`src/rtl/stage_wb_pkg.sv`:
```
// Shared constants for the write-back stage: datapath widths and LoongArch exception codes.
package stage_wb_pkg;

    localparam int WIDTH      = 32;
    localparam int RADDR      = 5;
    localparam int LOG2TLBNUM = 4;

    localparam logic [5:0] ECODE_INT  = 6'h00;
    localparam logic [5:0] ECODE_PIL  = 6'h01;
    localparam logic [5:0] ECODE_PIS  = 6'h02;
    localparam logic [5:0] ECODE_PIF  = 6'h03;
    localparam logic [5:0] ECODE_PME  = 6'h04;
    localparam logic [5:0] ECODE_PPI  = 6'h07;
    localparam logic [5:0] ECODE_ADEF = 6'h08;
    localparam logic [5:0] ECODE_ALE  = 6'h09;
    localparam logic [5:0] ECODE_TLBR = 6'h3F;

    // Exceptions that carry a faulting virtual address into BADV.
    function automatic logic ecode_has_badv(input logic [5:0] ec);
        return (ec == ECODE_PIL) || (ec == ECODE_PIS) || (ec == ECODE_PIF) ||
               (ec == ECODE_PME) || (ec == ECODE_PPI) || (ec == ECODE_ADEF) ||
               (ec == ECODE_ALE) || (ec == ECODE_TLBR);
    endfunction

endpackage

```
`src/rtl/stage_wb_load_extend.sv`:
```
// Load data alignment and sign/zero extension for byte, half and word loads.
module stage_wb_load_extend
    import stage_wb_pkg::*;
(
    input  logic [WIDTH-1:0] ld_res_i,
    input  logic [1:0]       addr_i,
    input  logic             byte_i,
    input  logic             half_i,
    input  logic             word_i,
    input  logic             signed_i,
    output logic [WIDTH-1:0] data_o
);

    logic [7:0]  byte_sel;
    logic [15:0] half_sel;

    assign byte_sel = ld_res_i[{addr_i, 3'b000} +: 8];
    assign half_sel = addr_i[1] ? ld_res_i[31:16] : ld_res_i[15:0];

    always_comb begin
        data_o = '0;
        if (byte_i) begin
            data_o = {{24{signed_i & byte_sel[7]}}, byte_sel};
        end else if (half_i) begin
            data_o = {{16{signed_i & half_sel[15]}}, half_sel};
        end else if (word_i) begin
            data_o = ld_res_i;
        end
    end

endmodule

```
`src/rtl/stage_wb.sv`:
```
// Write-back stage: latches the MEM payload, drives the GPR/CSR write ports and commits
// exceptions, ertn, TLB ops and refresh redirects as a one-shot flush.
module stage_wb
    import stage_wb_pkg::*;
(
    input  logic             clk,
    input  logic             reset,
    input  logic             pipe_tonext_valid_MEM,
    input  logic             pipe_valid_WB,
    output logic             pipe_ready_go_WB,
    input  logic [WIDTH-1:0] pc_MEM,
    input  logic [WIDTH-1:0] alu_result_MEM,
    input  logic [WIDTH-1:0] ld_res_from_MEM,
    input  logic [WIDTH-1:0] rj_value_MEM,
    input  logic [WIDTH-1:0] rkd_value_MEM,
    input  logic [4:0]       dest_MEM,
    input  logic             byte_we_MEM,
    input  logic             half_we_MEM,
    input  logic             word_we_MEM,
    input  logic             signed_we_MEM,
    input  logic             res_from_mem_MEM,
    input  logic             gpr_we_MEM,
    input  logic             csr_inst_MEM,
    input  logic             csr_we_MEM,
    input  logic             csr_wmask_en_MEM,
    input  logic             ertn_inst_MEM,
    input  logic             has_int_MEM,
    input  logic             needs_refresh_MEM,
    input  logic             exc_from_IF_MEM,
    input  logic             inst_tlbrd_MEM,
    input  logic             inst_tlbwr_MEM,
    input  logic             inst_tlbfill_MEM,
    input  logic [5:0]       ecode_MEM_m,
    input  logic [13:0]      csr_code_MEM,
    input  logic [WIDTH-1:0] csr_rvalue,
    input  logic [WIDTH-1:0] csr_eentry,
    input  logic [WIDTH-1:0] csr_tlbrentry,
    input  logic [WIDTH-1:0] csr_era,
    output logic             rf_we,
    output logic [RADDR-1:0] rf_waddr,
    output logic [WIDTH-1:0] rf_wdata,
    output logic             csr_we,
    output logic [13:0]      csr_num,
    output logic [WIDTH-1:0] csr_wmask,
    output logic [WIDTH-1:0] csr_wvalue,
    output logic             exc_commit,
    output logic [5:0]       exc_ecode,
    output logic [WIDTH-1:0] exc_pc,
    output logic [WIDTH-1:0] exc_badv,
    output logic             exc_badv_we,
    output logic             ertn_commit,
    output logic             tlbrd_we,
    output logic             tlbwr_we,
    output logic             tlbfill_we,
    output logic             br_from_WB,
    output logic [WIDTH-1:0] br_target_WB,
    output logic [WIDTH-1:0] debug_wb_pc,
    output logic [3:0]       debug_wb_rf_we,
    output logic [RADDR-1:0] debug_wb_rf_wnum,
    output logic [WIDTH-1:0] debug_wb_rf_wdata
);

    logic [WIDTH-1:0] pc_q, alu_q, ld_res_q, rj_q, rkd_q;
    logic [4:0]       dest_q;
    logic             byte_q, half_q, word_q, signed_q;
    logic             res_from_mem_q, gpr_we_q, csr_inst_q, csr_we_q, csr_wmask_en_q;
    logic             ertn_q, has_int_q, needs_refresh_q, exc_from_if_q;
    logic             tlbrd_q, tlbwr_q, tlbfill_q;
    logic [5:0]       ecode_q;
    logic [13:0]      csr_code_q;

    logic             flushed_q, flushed_d;
    logic             live, exc, refresh_go;
    logic [5:0]       exc_code;
    logic [WIDTH-1:0] ld_ext, wb_data;

    // Payload carries no reset; pipe_valid_WB qualifies it.
    always_ff @(posedge clk) begin
        if (pipe_tonext_valid_MEM) begin
            pc_q            <= pc_MEM;
            alu_q           <= alu_result_MEM;
            ld_res_q        <= ld_res_from_MEM;
            rj_q            <= rj_value_MEM;
            rkd_q           <= rkd_value_MEM;
            dest_q          <= dest_MEM;
            byte_q          <= byte_we_MEM;
            half_q          <= half_we_MEM;
            word_q          <= word_we_MEM;
            signed_q        <= signed_we_MEM;
            res_from_mem_q  <= res_from_mem_MEM;
            gpr_we_q        <= gpr_we_MEM;
            csr_inst_q      <= csr_inst_MEM;
            csr_we_q        <= csr_we_MEM;
            csr_wmask_en_q  <= csr_wmask_en_MEM;
            ertn_q          <= ertn_inst_MEM;
            has_int_q       <= has_int_MEM;
            needs_refresh_q <= needs_refresh_MEM;
            exc_from_if_q   <= exc_from_IF_MEM;
            tlbrd_q         <= inst_tlbrd_MEM;
            tlbwr_q         <= inst_tlbwr_MEM;
            tlbfill_q       <= inst_tlbfill_MEM;
            ecode_q         <= ecode_MEM_m;
            csr_code_q      <= csr_code_MEM;
        end
    end

    // A new handoff always re-arms the redirect, even when a redirect fires that same cycle.
    always_comb begin
        flushed_d = flushed_q;
        if (pipe_tonext_valid_MEM) begin
            flushed_d = 1'b0;
        end else if (br_from_WB) begin
            flushed_d = 1'b1;
        end
    end

    always_ff @(posedge clk) begin
        if (reset) begin
            flushed_q <= 1'b0;
        end else begin
            flushed_q <= flushed_d;
        end
    end

    stage_wb_load_extend u_load_extend (
        .ld_res_i (ld_res_q),
        .addr_i   (alu_q[1:0]),
        .byte_i   (byte_q),
        .half_i   (half_q),
        .word_i   (word_q),
        .signed_i (signed_q),
        .data_o   (ld_ext)
    );

    assign pipe_ready_go_WB = pipe_valid_WB;

    assign live       = pipe_valid_WB && !flushed_q;
    assign exc        = live && (has_int_q || (ecode_q != ECODE_INT));
    assign exc_code   = has_int_q ? ECODE_INT : ecode_q;
    assign refresh_go = live && needs_refresh_q && !exc && !ertn_q;

    assign wb_data = res_from_mem_q ? ld_ext : (csr_inst_q ? csr_rvalue : alu_q);

    assign rf_we    = live && gpr_we_q && !exc && (dest_q != 5'd0);
    assign rf_waddr = pipe_valid_WB ? dest_q : '0;
    assign rf_wdata = pipe_valid_WB ? wb_data : '0;

    assign csr_we     = live && csr_we_q && !exc;
    assign csr_num    = pipe_valid_WB ? csr_code_q : '0;
    assign csr_wmask  = pipe_valid_WB ? (csr_wmask_en_q ? rj_q : '1) : '0;
    assign csr_wvalue = pipe_valid_WB ? rkd_q : '0;

    assign exc_commit  = exc;
    assign exc_ecode   = pipe_valid_WB ? exc_code : '0;
    assign exc_pc      = pipe_valid_WB ? pc_q : '0;
    assign exc_badv    = pipe_valid_WB ? (exc_from_if_q ? pc_q : alu_q) : '0;
    assign exc_badv_we = exc && ecode_has_badv(exc_code);

    assign ertn_commit = live && ertn_q && !exc;
    assign tlbrd_we    = live && !exc && tlbrd_q;
    assign tlbwr_we    = live && !exc && tlbwr_q;
    assign tlbfill_we  = live && !exc && tlbfill_q;

    // Redirect priority: exception, then ertn, then refresh.
    always_comb begin
        br_target_WB = '0;
        if (exc) begin
            br_target_WB = (exc_code == ECODE_TLBR) ? csr_tlbrentry : csr_eentry;
        end else if (ertn_commit) begin
            br_target_WB = csr_era;
        end else if (refresh_go) begin
            br_target_WB = pc_q + WIDTH'(4);
        end
    end

    assign br_from_WB = exc || ertn_commit || refresh_go;

    assign debug_wb_pc       = pipe_valid_WB ? pc_q : '0;
    assign debug_wb_rf_we    = {4{rf_we}};
    assign debug_wb_rf_wnum  = rf_waddr;
    assign debug_wb_rf_wdata = rf_wdata;

endmodule

```
`config.mk`:
```
export PLATFORM = sky130hd
export DESIGN_NAME = stage_wb
export DESIGN_NICKNAME = d
export VERILOG_FILES = /design/src/rtl/stage_wb_pkg.sv /design/src/rtl/stage_wb_load_extend.sv /design/src/rtl/stage_wb.sv
export SDC_FILE = /design/constraint.sdc
export NUM_CORES = 1
export LEC_CHECK = 0
export ABC_AREA = 0
export CORE_AREA = 2 2 243 245
export DETAILED_ROUTE_END_ITERATION = 12
export DIE_AREA = 0 0 245 247
export HOLD_SLACK_MARGIN = 0.05
export PLACE_DENSITY_LB_ADDON = 0.08
export SETUP_SLACK_MARGIN = 0.5
export SLEW_MARGIN = 20
export SYNTH_ARGS = -nofsm -noshare
export SYNTH_HDL_FRONTEND = slang
export SYNTH_SLANG_ARGS = --single-unit
```
`constraint.sdc`:
```
create_clock -name clk -period 5.6 [get_ports clk]
set_input_delay 0.84 -clock clk [delete_from_list [all_inputs] [get_ports clk]]
set_output_delay 0.84 -clock clk [all_outputs]
set_load 0.02 [all_outputs]
```
* Word level (Yosys, flattened, before mapping) *
Cells that the tools add are included.

word-level totals
  flip-flop bits (word level) = 202
  input bits = 333

operators by class
  $add $sub $neg = 1
  equality and inequality tests = 8
  shifts and indexed selects = 1
  mux-type cells = 21
  bitwise gates (word level) = 2
  reductions and logical operators = 33

operators by type and width
  operator                                                          count
  32-bit two-way mux                                                16
  32-bit by 3-bit adder with 32-bit output (second input constant)  1
  32-bit by 6-bit indexed part select with 8-bit output             1
  1-bit logical AND                                                 17
  16-bit two-way mux                                                1
  14-bit two-way mux                                                1
  6-bit by 2-bit == test with 1-bit output (second input constant)  2
  6-bit by 3-bit == test with 1-bit output (second input constant)  2
  6-bit by 4-bit == test with 1-bit output (second input constant)  2
  6-bit two-way mux                                                 2
  1-bit logical OR                                                  10
  6-bit by 1-bit == test with 1-bit output (second input constant)  1
  6-bit == test (second input constant)                             1
  6-bit nonzero test                                                1
  5-bit two-way mux                                                 1
  5-bit nonzero test                                                1
  1-bit logical NOT                                                 3
  1-bit AND                                                         2
  2-bit OR reduction                                                1

* Longest topological paths before layout *
  depth in word-level cells = 10
  mapped depth = 8

* By module *
Synthesis repeated with hierarchy kept, for this count alone.

second synthesis, totals
  cells, all modules = 994
  area total of the unflattened synthesis = 11332.1 µm²

modules (own cells, without submodules)
  module                times used  cells each  area each (µm²)  seq. area each (µm²)
  stage_wb              1           897         10640.2          6055.8
  stage_wb_load_extend  1           97          691.9            0.0

* Least setup slack after synthesis *
No wires, ideal clock.

  path type = input-to-output
  start point = in pipe_valid_WB
  end point = out rf_wdata[21]
  arrival = 2.357 ns
  required time = 4.760 ns
  setup slack = 2.403 ns
  stages = 6
  buffers on the path = 3
  cell sequence = clkbuf_1 > nand3_2 > a21o_1 > buf_2 > o22ai_1 > buf_4

between the ends
  cells in the longest elaborated chain, start to end = 1

RTL lines
  item                line             source
  start: declaration  stage_wb.sv:9    input logic pipe_valid_WB,
  32-bit two-way mux  stage_wb.sv:146  assign rf_wdata = pipe_valid_WB ? wb_data : '0;
  end: declaration    stage_wb.sv:41   output logic [WIDTH-1:0] rf_wdata,

Every way passes these cells.

* Worst setup path in the final report *
  start point = reg ecode_q[1]
  end point = out br_target_WB[17]

between the ends
  cells in the longest elaborated chain, start to end = 9
  elaborated cells on any way between the ends = 13

RTL lines
  item                             line                              source
  start: declaration               stage_wb.sv:69                    logic [5:0] ecode_q;
  start signal: assignment         stage_wb.sv:102                   ecode_q <= ecode_MEM_m;
  6-bit nonzero test               stage_wb.sv:138                   assign exc = live && (has_int_q || (ecode_q != ECODE_INT));
  1-bit logical OR                 stage_wb.sv:138
  1-bit logical AND                stage_wb.sv:138
  1-bit logical NOT                stage_wb.sv:140, stage_wb.sv:159
  1-bit logical AND (2 in series)  stage_wb.sv:140                   assign refresh_go = live && needs_refresh_q && !exc && !ertn_q;
  32-bit two-way mux               stage_wb.sv:171                   end else if (refresh_go) begin
  32-bit two-way mux               stage_wb.sv:169                   end else if (ertn_commit) begin
  32-bit two-way mux (*)           stage_wb.sv:167                   if (exc) begin
  end: declaration                 stage_wb.sv:56                    output logic [WIDTH-1:0] br_target_WB,

Every way passes the cells marked *; elsewhere a longest branch is shown, timed or not.

==> results_dict.tcl <==
set metrics [dict create \
    rows 89 \
    stdcell_count 2278 \
    synth-seq-area-share_pct 56.42 \
    ant_nets 0 \
    syn_avg_cell_area_sq_um 11.43 \
    pwr-share-seq_pct 39.6 \
    synth-simple-area-share_pct 13.74 \
    status "complete, no violations" \
    fin_nets 1816 \
    cts-resized-gates 0 \
    min_period_ps 4653 \
    fmax_mhz 214.9 \
    core_sq_mm 0.05824 \
    drive_gt1_share_pct 5.526 \
    num_vias 9606 \
    port_buffers 632 \
    hold_path_class "reg2reg" \
    fp.dieW_um 245 \
    end_kind "output pin" \
    switching_share_pct 28.89 \
    n_fill_cell 5977 \
    grt.total_usage_pct 17.36 \
    synthMuxAreaShare_pct 7.402 \
    tns_ps 0 \
    crit_required_ps 4760 \
    synth_area_sq_mm 0.01073 \
    peakVddDrop_mv 0.1898 \
    powerDensity_mw_per_mm2 265.7 \
    hold_ws_ps 669.8 \
    hold_viol 0 \
    dr.first_iter.drc_count 386 \
    fin_skew_ps 6.099 \
    via_per_inst 4.217 \
    ys_seq_elements 202 \
    drc 0 \
    synth_top_area_share_pct 56.23 \
    areaGrowthSynthToFinish_pct 69.73 \
    arrival_ps 3810 \
    cts.sinks 202 \
    wire_per_inst_um 24.22 \
    wl_um 55160 \
    synth_common_cells "edfxtp_1 (201), and2_1 (94), a21oi_1 (77)" \
    insertion_delay_ps 540 \
    synth_cells 939 \
    path_clk_slew_ps 60 \
    drv_slew 0 \
    tightest_slew_ps 1016 \
    cts-root-buf "clkbuf_16" \
    synthFlopType "edfxtp_1" \
    grt_pass1_wl_um 75530 \
    async_flop_share_pct 0 \
    htreeDepth 1 \
    cts_tree "done" \
    cts_inserted_buffers 28 \
    relSlewSlack_pct 32.26 \
    dpl-instance-area_sq_mm 0.01734 \
    synth_cell_types 52 \
    finalSetupViolations 0 \
    multi_input_area_sq_mm 0.003717 \
    synth_top_family_by_area "simple AND/OR/NAND/NOR gates" \
    power_mw 4.841 \
    synth-compound-area-share_pct 11.06 \
    p_int_mw 3.442 \
    p_comb_share_pct 24.8 \
    antenna_found_initial 15 \
    worst-setup-path-type "reg2out" \
    synth_fa_ha_area_share_pct 0.1166 \
    dpl.cell_count 2225 \
    fin_area_sq_mm 0.01822 \
    postLayoutCoreUtil_pct 31.28 \
    power_leakage_nw 6.556 \
    ctsLongestPathBuffers 3 \
    worstSetupStartpointType "flip-flop" \
    firstDrtPassIters 5 \
    cp_slowest_stage_delay_ps 670 \
    boundaryPins 633 \
    drv_cap 0 \
    post_cts_buffers 0 \
    regArea_sq_mm 0.006056 \
    start_util_pct 18.43 \
    path_max_fanout 15 \
    yosys-top-cells-area "edfxtp_1 (56%), and2_1 (5.5%), mux2i_1 (5.4%), buf_4 (5.2%), a21oi_1 (3.6%)" \
    crit_family "simple AND/OR/NAND/NOR gates" \
    dp_hpwl_um 44290 \
    grt_setup_unrepaired "no" \
    die_h_um 247 \
    first_global_vias 9983 \
    layout_setup_ws_ps 947.0 \
    yosys.area.top_type "edfxtp_1" \
    grt_max_degree 118 \
    worst-path-buf-inv 2 \
    place.gp.congestion 0.9094 \
    yosysMostFrequentCell "edfxtp_1" \
    pwr-share-clk_pct 35.7 \
    dieArea_sq_mm 0.06052 \
    synth_edf_count 201 \
    finalCritPeriodShare_pct 83.09 \
    ys_warn_count 0 \
    syn-num-nets 1273 \
    cp_cell_sequence "or4_4 > nor4_4 > and3b_1 > buf_4 > a221o_1 > clkdlybuf4s50_1" \
    grt_overflow 0 \
    slowest_stage "and3b_1" \
    dpl_worst_slack_ps 1294 \
    synthXorXnorAreaFrac_pct 2.203 \
    power_switching_mw 1.398 \
    cts_hold_buf 0 \
]
-- cell usage in the layout, fill, tap and decap left out, types with 3 or more instances in the layout --
cell type        netlist  routed
nand2_1               67      67
nor2b_1                9       9
nand3_1               17      17
a22oi_1                4       4
nor2_1                48      48
nor4_1                 3       3
edfxtp_1             201     201
nand4_1               11      11
diode_2                0       3
xnor2_1               16      16
a222oi_1               4       4
xor2_1                11      11
o21ai_0                8       8
a21oi_1               77      77
clkinv_1               0       5
clkbuf_16              0      29
a31oi_1                3       3
mux2i_1               58      58
and3_1                 8       8
a21o_1                 3       3
and2_1                94      94
inv_1                 41      40
clkbuf_1              41       8
o22ai_1               24      24
buf_4                 75      16
clkinv_2               0       5
mux2_2                15      15
nor3_1                11       9
clkdlybuf4s50_1        0     629
a211oi_1              12      12
a221oi_1              11      11
a221o_1               23      23
-- worst reg2reg max path: stages (launching register included) --
cell,delay [ps]
edfxtp_1,480
or4_4,600
nor4_4,380
and3b_1,670
nor4_1,130
nor3_1,150
-- sequential cells by signal, summed over array words and instances, names as in the netlist, 5 cells and up --
signal	cells
alu_q	32
dest_q	5
csr_code_q	14
rkd_q	32
ld_res_q	32
ecode_q	6
pc_q	32
rj_q	32
-- worst paths after layout --
path	slack, ps	endpoint	startpoint	cells after the start
hold reg to reg	670	flushed_q	flushed_q	2
setup / recovery	950	br_target_WB[17]	ecode_q[1]	6
hold / removal	670	flushed_q	flushed_q	2
setup reg to reg	3130	flushed_q	ecode_q[1]	5
-- layout make-up --
class | instances | area share (%)
clock inverter | 13 | 0.6250
inverter | 41 | 0.8516
tap | 773 | 5.309
clock buffer | 37 | 4.148
sequential | 202 | 33.24
multi-input combinational | 562 | 20.40
antenna | 3 | 0.04121
timing repair buffer | 647 | 35.38
-- per-layer routing --
layer | vias up | GRT usage (%) | wire length, um
met3 | 92 | 4.808 | 4033
met5 | - | 0 | 165
met1 | 4631 | 19.97 | 21580
li1 | 4450 | - | -
met4 | 26 | 4.519 | 1343
met2 | 407 | 31.50 | 28040
-- cell families (layout without fill, tap and decap cells) --
family                     count (synthesis)  in the layout
and+or+nand+nor                          281            281
buffers and inverters                    175            738
xor gates and xnor gates                  27             27
DFF                                      202            202
other                                      0              3
AOI/OAI and AO/OA                        178            178
adders and majority gates                  1              1
muxes                                     75             75
-- power groups by stage --
stage / Clock, mW / Combinational [mW] / Sequential (mW)
floorplan: 0 / 0.557 / 1.88
global placement: 0 / 1.21 / 1.95
detailed placement: 0 / 1.21 / 1.95
CTS: 1.80 / 1.22 / 1.92
global route: 1.85 / 1.27 / 1.93
finish: 1.73 / 1.20 / 1.92
No activity file was read; power rests on OpenSTA's default activity.
